--- config.mk ---
export PLATFORM = sky130hd
export DESIGN_NAME = mult3_stim_gen
export DESIGN_NICKNAME = d
export VERILOG_FILES = /design/src/rtl/mult3_stim_gen.sv
export SDC_FILE = /design/constraint.sdc
export NUM_CORES = 1
export LEC_CHECK = 0
export ABC_AREA = 1
export CELL_PAD_IN_SITES_DETAIL_PLACEMENT = 2
export CELL_PAD_IN_SITES_GLOBAL_PLACEMENT = 2
export CORE_ASPECT_RATIO = 1.1
export CORE_MARGIN = 3
export CORE_UTILIZATION = 31
export DETAILED_ROUTE_END_ITERATION = 8
export MAX_ROUTING_LAYER = met4
export PLACE_DENSITY_LB_ADDON = 0.08
export SYNTH_ARGS = -nofsm -noshare
export SYNTH_HDL_FRONTEND = slang
export SYNTH_SLANG_ARGS = --single-unit
--- constraint.sdc ---
create_clock -name CLK -period 1.6 [get_ports CLK]
set_input_delay 0.32 -clock CLK [delete_from_list [all_inputs] [get_ports CLK]]
set_output_delay 0.32 -clock CLK [all_outputs]
set_load 0.02 [all_outputs]
--- src/rtl/mult3_stim_gen.sv ---
`default_nettype none
// ============================================================================
// Module   : mult3_stim_gen
// Purpose  : Stimulus and golden-reference generator for a 4-bit
//            divisible-by-3 detector. Sweeps words onto A..D under a
//            valid/ready handshake; EXPECT comes from a running mod-3
//            residue counter rather than from decoding the word.
// Revision : 1.0  initial release
// ============================================================================
module mult3_stim_gen #(
  parameter int PASSES = 1          // complete sweeps per START, 1..255
) (
  input  logic CLK,
  input  logic RST_N,
  input  logic START,
  input  logic MODE,
  input  logic ABORT,
  input  logic READY,
  output logic A,
  output logic B,
  output logic C,
  output logic D,
  output logic VALID,
  output logic EXPECT,
  output logic BUSY,
  output logic DONE
);

  typedef enum logic [0:0] {
    IDLE = 1'b0,
    RUN  = 1'b1
  } state_t;

  localparam logic [7:0] LAST_PASS = 8'(PASSES - 1);
  localparam logic [3:0] LAST_WORD = 4'd15;

  state_t     state,       state_nxt;
  logic [3:0] word,        word_nxt;
  logic [1:0] residue,     residue_nxt;
  logic [7:0] pass,        pass_nxt;
  logic       mode_q,      mode_nxt;
  logic       valid_q,     valid_nxt;
  logic       expect_q,    expect_nxt;
  logic       busy_q,      busy_nxt;
  logic       done_q,      done_nxt;

  logic       xfer;
  logic [1:0] residue_inc;

  assign xfer = valid_q & READY;

  // Residue step for the all-words sweep; the unreachable code 3 counts as 0.
  always_comb begin
    residue_inc = 2'd0;
    case (residue)
      2'd0:    residue_inc = 2'd1;
      2'd1:    residue_inc = 2'd2;
      default: residue_inc = (residue == 2'd3) ? 2'd1 : 2'd0;
    endcase
  end

  // State and datapath registers; every output is driven straight from here.
  always_ff @(posedge CLK or negedge RST_N) begin
    if (!RST_N) begin
      state    <= IDLE;
      word     <= 4'd0;
      residue  <= 2'd0;
      pass     <= 8'd0;
      mode_q   <= 1'b0;
      valid_q  <= 1'b0;
      expect_q <= 1'b0;
      busy_q   <= 1'b0;
      done_q   <= 1'b0;
    end else begin
      state    <= state_nxt;
      word     <= word_nxt;
      residue  <= residue_nxt;
      pass     <= pass_nxt;
      mode_q   <= mode_nxt;
      valid_q  <= valid_nxt;
      expect_q <= expect_nxt;
      busy_q   <= busy_nxt;
      done_q   <= done_nxt;
    end
  end

  // Next-state logic: start, advance on transfer, pass wrap, finish, abort.
  always_comb begin
    state_nxt   = state;
    word_nxt    = word;
    residue_nxt = residue;
    pass_nxt    = pass;
    mode_nxt    = mode_q;
    valid_nxt   = valid_q;
    expect_nxt  = expect_q;
    busy_nxt    = busy_q;
    done_nxt    = 1'b0;

    case (state)
      IDLE: begin
        if (START) begin
          state_nxt   = RUN;
          mode_nxt    = MODE;
          word_nxt    = 4'd0;
          residue_nxt = 2'd0;
          pass_nxt    = 8'd0;
          valid_nxt   = 1'b1;
          busy_nxt    = 1'b1;
          expect_nxt  = 1'b1;
        end
      end
      RUN: begin
        if (ABORT || (xfer && word == LAST_WORD && pass == LAST_PASS)) begin
          // Abort wins over a same-cycle transfer; only a real finish pulses DONE.
          state_nxt   = IDLE;
          word_nxt    = 4'd0;
          residue_nxt = 2'd0;
          pass_nxt    = 8'd0;
          mode_nxt    = 1'b0;
          valid_nxt   = 1'b0;
          busy_nxt    = 1'b0;
          expect_nxt  = 1'b0;
          done_nxt    = !ABORT;
        end else if (xfer) begin
          if (word == LAST_WORD) begin
            // Next pass starts on the very next cycle, no bubble.
            word_nxt    = 4'd0;
            residue_nxt = 2'd0;
            pass_nxt    = pass + 8'd1;
          end else if (mode_q) begin
            word_nxt    = word + 4'd3;
            residue_nxt = 2'd0;
          end else begin
            word_nxt    = word + 4'd1;
            residue_nxt = residue_inc;
          end
          expect_nxt = (residue_nxt == 2'd0) || (residue_nxt == 2'd3);
        end
      end
      default: state_nxt = IDLE;
    endcase
  end

  assign A      = word[3];
  assign B      = word[2];
  assign C      = word[1];
  assign D      = word[0];
  assign VALID  = valid_q;
  assign EXPECT = expect_q;
  assign BUSY   = busy_q;
  assign DONE   = done_q;

endmodule
`default_nettype wire

Word-level counts from Yosys, hierarchy flattened. Index checks and enable logic that the tools add are counted.

Flip-flop bits (word level): 19. Input bits: 6. Output and inout bits: 8. Word-level logic and storage cells: 67.

Add/sub/neg operators: 3. Equality and inequality tests: 8. Muxes and demuxes: 35. Bitwise logic cells: 2. Reductions and logical operators: 11.

Operator list (count): $mux W8 (4); $mux W4 (5); $mux W2 (8); $pmux W8 S2 (1); $mux W1 (10); $add A8 B1 Y8 const B (1); $logic_not A8 Y1 (1); $pmux W1 S2 (4); $pmux W2 S2 (2); $pmux W4 S2 (1); $ne A3 B1 Y1 const B (2); $add A4 B1 Y4 const B (1); $add A4 B2 Y4 const B (1); $eq A2 B2 Y1 const B (2); $eq A4 B4 Y1 const B (1); $logic_not A2 Y1 (2); $reduce_and A2 Y1 (2); $reduce_and A3 Y1 (1); $eq A2 B1 Y1 const B (1); $logic_and A1 B1 Y1 (2); $logic_or A1 B1 Y1 (2); $ne A2 B1 Y1 const B (1); $ne A2 B2 Y1 const B (1); $and A1 B1 Y1 (1); 2 further kinds (2).

Depth between registers and ports, before layout. Gate-level depths: netlist (run 1).

Word-level depth: 13. Gate-level depth with buffers: 9. Mapped depth without buffers: 9.

Worst setup path after synthesis (run 1). No wires, ideal clock.

Path type: register -> register. Start: reg word[1]. End: reg word[3]. Library setup time: 118 ps. Data arrival time: 1223 ps. Data required time: 1482 ps. Slack: 259 ps. Cell stages (with the launch flop): 7. Buffers on the path: 0. Period minus slack after synthesis: 1341 ps. Path through: dfrtp_1 ha_1 a21oi_1 nor2_1 xor2_1 nand3b_1 nand2_1.

Longest elaborated chain between the ends: 6. Elaborated cells on any way between the ends: 13. Those cells by class: add/sub: 2; eq/ne: 2; mux: 5; reduce/logical: 4.

RTL lines: start: declaration (RTL line 38) `logic [3:0] word, word_nxt;`; start signal: assignment (RTL line 76) `word <= word_nxt;`; $add A4 B1 Y4, or another cell as far along (RTL line 134) `word_nxt = word + 4'd1;`; $mux W4 or $logic_and A1 B1 Y1 (tied branches) (RTL line 130, 113); $mux W4 or $logic_and A1 B1 Y1 (tied branches) (RTL line 125, 113); $mux W4 or $logic_or A1 B1 Y1 (tied branches) (RTL line 124, 113); $mux W4 or $ne A3 B1 Y1 (tied branches); $pmux W4 S2 or $reduce_and A2 Y1 (tied branches).

Parallel ways exist; a longest one is shown, timed or not. The select of a mux whose other input is x is not followed. A chain may end at the register's enable or synchronous reset.

Worst setup path after layout (run 1).
Start: reg pass[0]. End: reg pass[1].

Longest elaborated chain between the ends: 5. Elaborated cells on any way between the ends: 11. Those cells by class: add/sub: 1; eq/ne: 2; mux: 4; reduce/logical: 4.

RTL lines: start: declaration (RTL line 40) `logic [7:0] pass, pass_nxt;`; start signal: assignment (RTL line 78) `pass <= pass_nxt;`; $add A8 B1 Y8 or $logic_not A8 Y1 (tied branches) (RTL line 129, 113); $mux W8 or $logic_and A1 B1 Y1 (tied branches) (RTL line 125, 113); $mux W8 or $logic_or A1 B1 Y1 (tied branches) (RTL line 124, 113); $mux W8 or $ne A3 B1 Y1 (tied branches); $pmux W8 S2 or $reduce_and A3 Y1 (tied branches).

Parallel ways exist; a longest one is shown, timed or not. The select of a mux whose other input is x is not followed.

==> summary.md, run 1 <==
| Metric | Value |
|---|---|
| Status | `completed` |
| Setup WS pre-CTS | `-44.44 ps` |
| CP most frequent cell | `nand2_1` |
| First-pass GRT wire length | `5975 µm` |
| Vias in the first global route | `1252` |
| Leak pwr | `0.0008083 µW` |
| DP Cell Count | `228` |
| Placement Rows | `22` |
| CTS clk-pin slew, worst paths | `120 ps` |
| Max rail drop VDD | `0.3389 mV` |
| Final Slew Violations | `0` |
| Worst Max-Slew Pin Slew | `264.7 ps` |
| Worst setup EP type | `flop` |
| CTS tree | `built` |
| Die height | `70.22 µm` |
| WP data arrival | `1670 ps` |
| Via Count | `1109` |
| Top cell type's share of synthesized area | `0.4090` |
| Tmin final | `1455 ps` |
| Slew headroom | `0.8219` |
| Required time worst endpoint | `1820 ps` |
| Post-DP HPWL | `2874 µm` |
| Clk buf depth | `2` |
| Gr usage total | `0.1770` |
| DR DRC count | `0` |
| Hold Path Class | `in2async` |
| Pwr per Cell Area | `881.2 nW/µm²` |
| Die area | `4521 µm²` |
| Post-route clock period utilization | `0.9097` |
| GPL Wtd Cong | `0.7601` |
| Critical path class | `reg2reg` |
| WL final | `3464 µm` |
| Post-synthesis sequential area ratio | `0.4090` |
| Syn Inst Count | `162` |
| Drt initial violations | `32` |
| Worst hold slack | `338.8 ps` |
| Mapped Nets | `173` |
| Clock Skews | `7.118 ps` |
| Area growth syn-to-layout | `21.42%` |
| H-tree levels | `1` |
| Final setup margin | `144.5 ps` |
| Clock Sinks | `19` |
| DR vias/cell | `4.780` |
| CP delay by family, top | `simple AND/OR/NAND/NOR gates` |
| CTS hold repair buffers | `0` |
| Top cells by area, synth | `dfrtp_1 41%, nand2_1 19%, inv_1 7.1%` |
| Total CTS buffers | `3` |
| CP bufs+invs | `2` |
| Core Footprint | `3468 µm²` |
| Skew-Pair Late Insertion Delay | `310 ps` |
| Dpl cell area | `1390 µm²` |
| Layout cells sized above 1 | `0.1033` |
| Routed wire per std cell | `14.93 µm` |
| Final Hold Viols | `0` |
| Initial antenna violation count | `0` |
| MaxCap Viol Count | `0` |
| Synth area leader | `dfrtp_1` |
| Final std cell area, no fill | `1411 µm²` |
| Largest net degree at the start of global routing | `20` |
| FMAX | `687.1 MHz` |
| Clock Tree Root | `clkbuf_4` |
| Final setup viols | `0` |
| I/O Buffers | `13` |
| Post-synth cell types | `21` |
| Io pins | `14` |
| Chip Width | `64.39 µm` |
| RSZ-0062 raised after global routing | `yes` |
| Startpoint types | `flop` |
| Cell Area, Synth | `1162 µm²` |
| Initial Util | `0.3351` |
| Non-Filler Instances | `232` |
| ANT cells | `0` |
| Synth Register Bits | `19` |
| Worst-path fanout max | `5` |
| Gr ovfl total | `0` |
| Routed Antenna Nets | `0` |
| DRT Pass-1 Iters | `4` |
| Critical Path, Cell by Cell | `inv_1, ha_1, nand2_1, nor2_1, nand2_1, nand2_2, nor2_1, buf_4, nand3_1, nand2_1` |
| CP peak stage delay | `430 ps` |
| Syn Area/Cell | `7.175 µm²` |
| Critical-path top delay cell | `dfrtp_1` |
| Final core occ | `0.4069` |
| Synth warnings | `0` |
| Layout net count | `196` |
[cell families after synthesis]
logic type                 after synthesis  share of synthesized area
and+or+nand+nor                         97                     0.3585
buffers and inverters                   27                    0.09795
DFF                                     19                     0.4090
AOI/OAI and AO/OA                       12                    0.05921
adders and majority gates                5                    0.06028
xor gates and xnor gates                 2                    0.01507
[through the flow]
| stage | total power, µW | TNS, ps |
|---|---|---|
| CTS | 1270 | 0 |
| floorplan | 831.1 | 0 |
| global route | 1344 | -6.239 |
| finish | 1244 | 0 |
| detailed placement | 1028 | -213.9 |
| global placement | 995.2 | -93.29 |
[synth_stat cells]
library cell  count
ha_1              4
nand3_1          14
nor2_1           15
nand3b_1          1
nand2_1          60
nor4_1            1
a21oi_1           4
xor2_1            2
o31ai_1           2
dfrtp_1          19
inv_1            22
inv_4             2
nand2_4           3
o21ai_0           4
nor3_1            1
inv_2             1
o21bai_1          1
o22ai_1           1
fa_1              1
nand4_1           2
buf_4             2
[flip-flops by register name (all words and copies together) (netlist names)]
signal   cells
word         4
pass         8
BUSY         1
state        1
residue      2
EXPECT       1
mode_q       1
DONE         1
[worst reg2reg max path, cell delays in order, from the launching register on]
cell	delay, ps
dfrtp_1	430
inv_1	90
ha_1	170
nand2_1	70
nor2_1	110
nand2_1	90
nand2_2	80
nor2_1	40
buf_4	150
nand3_1	70
nand2_1	50
[routing by layer]
layer,routed length [µm],up-vias,track usage
met5,0,-,-
met4,53,0,0.06338
met3,82,6,0.02090
met2,1957,13,0.3291
met1,1371,539,0.1897
li1,-,551,-
[power breakdown]
group          internal, µW  total (µW)  switching [µW]
clock network          93.5         258             165
registers               529         581            51.3
logic                   150         405             255
total                   772        1240             471
[what timing repair did]
item                                    in CTS  in global routing
gates resized for setup                      8                  2
pin swaps                                    0                  1
setup buffers                                0                  0
gates cloned                                 0                  0
endpoints found under the setup margin       8                  5
[final timing paths]
path | start | end | slack (ps) | cells after the start
worst max register to register | pass[0] | pass[1] | 140 | 10
min in group CLK | EXPECT | EXPECT | 500 | 2
worst min-delay path | RST_N | word[1] | 340 | 2
worst max-delay path | pass[0] | pass[1] | 140 | 10
max in group asynchronous | RST_N | word[1] | 1040 | 2
worst min register to register | EXPECT | EXPECT | 500 | 2
[final cells by class]
| cell class | instances | area, µm² |
|---|---|---|
| Tap cell | 48 | 60.06 |
| Timing Repair Buffer | 20 | 172.7 |
| Fill cell | 435 | 2057 |
| Sequential cell | 19 | 476.7 |
| Inverter | 25 | 98.84 |
| Clock buffer | 3 | 22.52 |
| Multi-Input combinational cell | 116 | 575.6 |
| Clock inverter | 1 | 5.005 |
[cell usage in the layout (no fill, tap or decap), types with 2 or more instances in the layout]
| master | Yosys | routed |
|---|---|---|
| nand2_1 | 60 | 59 |
| o31ai_1 | 2 | 2 |
| a21oi_1 | 4 | 4 |
| o21ai_0 | 4 | 4 |
| nand4_1 | 2 | 2 |
| dfrtp_1 | 19 | 18 |
| nor2_1 | 15 | 15 |
| ha_1 | 4 | 4 |
| inv_4 | 2 | 2 |
| nand2_4 | 3 | 3 |
| inv_1 | 22 | 22 |
| dlygate4sd2_1 | 0 | 8 |
| clkdlybuf4s50_1 | 0 | 5 |
| nand3_1 | 14 | 14 |
| clkbuf_4 | 0 | 3 |
| xor2_1 | 2 | 2 |
| buf_4 | 2 | 7 |
Power figures use the tool's default switching activity.
==> inputs of run 2 (changes only) <==
- GPL_TIMING_DRIVEN: unset -> 0
- HOLD_SLACK_MARGIN: unset -> 0.02
==> summary.md, run 2 (synthesis results as in run 1) <==
| Metric | Value |
|---|---|
| Skew-Pair Late Insertion Delay | `300 ps (was 310 ps)` |
| First-pass GRT wire length | `5823 µm (was 5975 µm)` |
| NetSw | `455.5 µW (was 471.2 µW)` |
| Pwr per Cell Area | `874.9 nW/µm² (was 881.2 nW/µm²)` |
| Startpoint types | `flop (unchanged)` |
| Die height | `70.22 µm (unchanged)` |
| Biggest regs | `pass: 8 flops, word: 4 flops, residue: 2 flops (unchanged)` |
| Setup WS pre-CTS | `-221.9 ps (was -44.44 ps)` |
| Max rail drop VDD | `0.2447 mV (was 0.3389 mV)` |
| WP data arrival | `1160 ps (was 1670 ps)` |
| Routed wire per std cell | `14.12 µm (was 14.93 µm)` |
| Non-Filler Instances | `228 (was 232)` |
| H-tree levels | `1 (unchanged)` |
| CTS clk-pin slew, worst paths | `100 ps (was 120 ps)` |
| RSZ-0062 raised after global routing | `yes (unchanged)` |
| Clock Tree Root | `clkbuf_4 (unchanged)` |
| Critical-path top delay cell | `dfrtp_1 (unchanged)` |
| Largest net degree at the start of global routing | `20 (unchanged)` |
| Critical Path, Cell by Cell | `buf_4, dlygate4sd2_1 (was inv_1, ha_1, nand2_1, nor2_1, nand2_1, nand2_2, nor2_1, buf_4, nand3_1, nand2_1)` |
| Slew headroom | `0.3676 (was 0.8219)` |
| Layout net count | `192 (was 196)` |
| Via Count | `1089 (was 1109)` |
| FMAX | `674.4 MHz (was 687.1 MHz)` |
| Final Hold Viols | `0 (unchanged)` |
| GPL Wtd Cong | `0.7367 (was 0.7601)` |
| Chip Width | `64.39 µm (unchanged)` |
| DP Cell Count | `223 (was 228)` |
| Part of the power in the clock network | `0.205 (was 0.208)` |
| Placement Rows | `22 (unchanged)` |
| DRT Pass-1 Iters | `4 (unchanged)` |
| Hold Path Class | `reg2reg (was in2async)` |
| Clock Sinks | `19 (unchanged)` |
| Required time worst endpoint | `1280 ps (was 1820 ps)` |
| MaxCap Viol Count | `0 (unchanged)` |
| Gr usage total | `0.1651 (was 0.1770)` |
| Initial Util | `0.3351 (unchanged)` |
| Final Slew Violations | `0 (unchanged)` |
| Status | `completed (unchanged)` |
| Post-DP HPWL | `2551 µm (was 2874 µm)` |
| Die area | `4521 µm² (unchanged)` |
| Routed Antenna Nets | `0 (unchanged)` |
| Vias in the first global route | `1309 (was 1252)` |
| DR DRC count | `0 (unchanged)` |
| Post-route clock period utilization | `0.9268 (was 0.9097)` |
| Int Pwr | `769.5 µW (was 772.5 µW)` |
| Critical path class | `reg2out (was reg2reg)` |
| CTS tree | `built (unchanged)` |
| CTS hold repair buffers | `0 (unchanged)` |
| Max FFs per register | `8 (unchanged)` |
| Tmin final | `1483 ps (was 1455 ps)` |
| Total CTS buffers | `3 (unchanged)` |
| Clk buf depth | `2 (unchanged)` |
| Worst setup EP type | `output pin (was flop)` |
| Leak pwr | `0.0008041 µW (was 0.0008083 µW)` |
| Flop pwr share | `0.479 (was 0.467)` |
| Largest Register | `pass (unchanged)` |
| Final setup margin | `117.2 ps (was 144.5 ps)` |
| Worst Max-Slew Pin Slew | `945.6 ps (was 264.7 ps)` |
| WL final | `3220 µm (was 3464 µm)` |
| Clock Skews | `8.025 ps (was 7.118 ps)` |
| Initial antenna violation count | `0 (unchanged)` |
| Comb pwr share | `0.316 (was 0.325)` |
| Core Footprint | `3468 µm² (unchanged)` |
| Io pins | `14 (unchanged)` |
| Most common cell after layout, fill and taps aside | `nand2_1 (unchanged)` |
| Switching Fraction | `0.3718 (was 0.3789)` |
| Gr ovfl total | `0 (unchanged)` |
| Fill cells | `450 (was 435)` |
| DR vias/cell | `4.776 (was 4.780)` |
| Drt initial violations | `44 (was 32)` |
| Most frequent cells in the layout | `59 x nand2_1, 20 x inv_1, 19 x dfrtp_1 (was 59 x nand2_1, 22 x inv_1, 18 x dfrtp_1)` |
| CP peak stage delay | `420 ps (was 430 ps)` |
| Layout cells sized above 1 | `0.1000 (was 0.1033)` |
| Final setup viols | `0 (unchanged)` |
| Worst-path fanout max | `4 (was 5)` |
| ANT cells | `0 (unchanged)` |
| Area growth syn-to-layout | `20.45% (was 21.42%)` |
| I/O Buffers | `13 (unchanged)` |
[run 2: routing by layer]
metal / up-vias / global-route usage / share of wire
met5: - / - / 0
li1: 538 / - / -
met4: 0 / 0.05634 / 0.015
met3: 5 / 0.02090 / 0.019
met1: 535 / 0.1750 / 0.41
met2: 11 / 0.3096 / 0.56
[run 2: final cells by class]
type,instances,area [µm²],share of cell area
clock buffer,4,26.28,0.01877
multi-input combinational,116,593.1,0.4236
inverter,25,98.84,0.07060
buffer,2,15.01,0.01072
tap,48,60.06,0.04290
sequential,19,475.5,0.3396
timing repair buffer,14,131.4,0.09383
[run 2: final timing paths]
| path | from | to | slack [ps] | cells past startpoint |
|---|---|---|---|---|
| max in group asynchronous | RST_N | pass[1] | 490 | 1 |
| setup reg to reg | word[0] | pass[3] | 170 | 8 |
| hold reg to reg | residue[0] | residue[0] | 500 | 2 |
| setup / recovery | BUSY | VALID | 120 | 2 |
| hold / removal | residue[0] | residue[0] | 500 | 2 |
| min in group asynchronous | RST_N | word[1] | 530 | 1 |
[run 2: per-stage QoR]
| step | total power, µW | instance area, µm² | utilization | hold slack, ps | TNS, ps |
|---|---|---|---|---|---|
| CTS | 1238 | 1373 | 0.3957 | 508.3 | 0 |
| finish | 1225 | 1400 | 0.4037 | 496.4 | 0 |
| global placement | 972.5 | 1353 | 0.3900 | 466.3 | -802.0 |
| floorplan | 831.1 | 1162 | - | 24.41 | 0 |
| detailed placement | 1004 | 1353 | 0.3900 | 480.5 | -1731 |
| global route | 1333 | 1400 | 0.4037 | 533.3 | -7.963 |
[run 2: power groups by stage]
stage / Clock (µW) / Sequential (µW) / Combinational, µW
2_1_floorplan: 0 / 616 / 215
3_3_place_gp: 0 / 593 / 380
3_5_place_dp: 0 / 598 / 405
4_1_cts: 265 / 588 / 384
5_1_grt: 288 / 599 / 447
6_report: 251 / 587 / 387
[run 2: critical path, delay by kind of cell, from the launching register on]
| kind | cells | cell delay (ps) |
|---|---|---|
| buf+inv | 2 | 450 |
| flops | 1 | 420 |
[run 2: repair_timing]
item,CTS,global route
pin swaps,0,1
endpoints found under the setup margin,10,11
buffers inserted,0,1
gates resized for setup,8,7
hold endpoints to repair,0,0
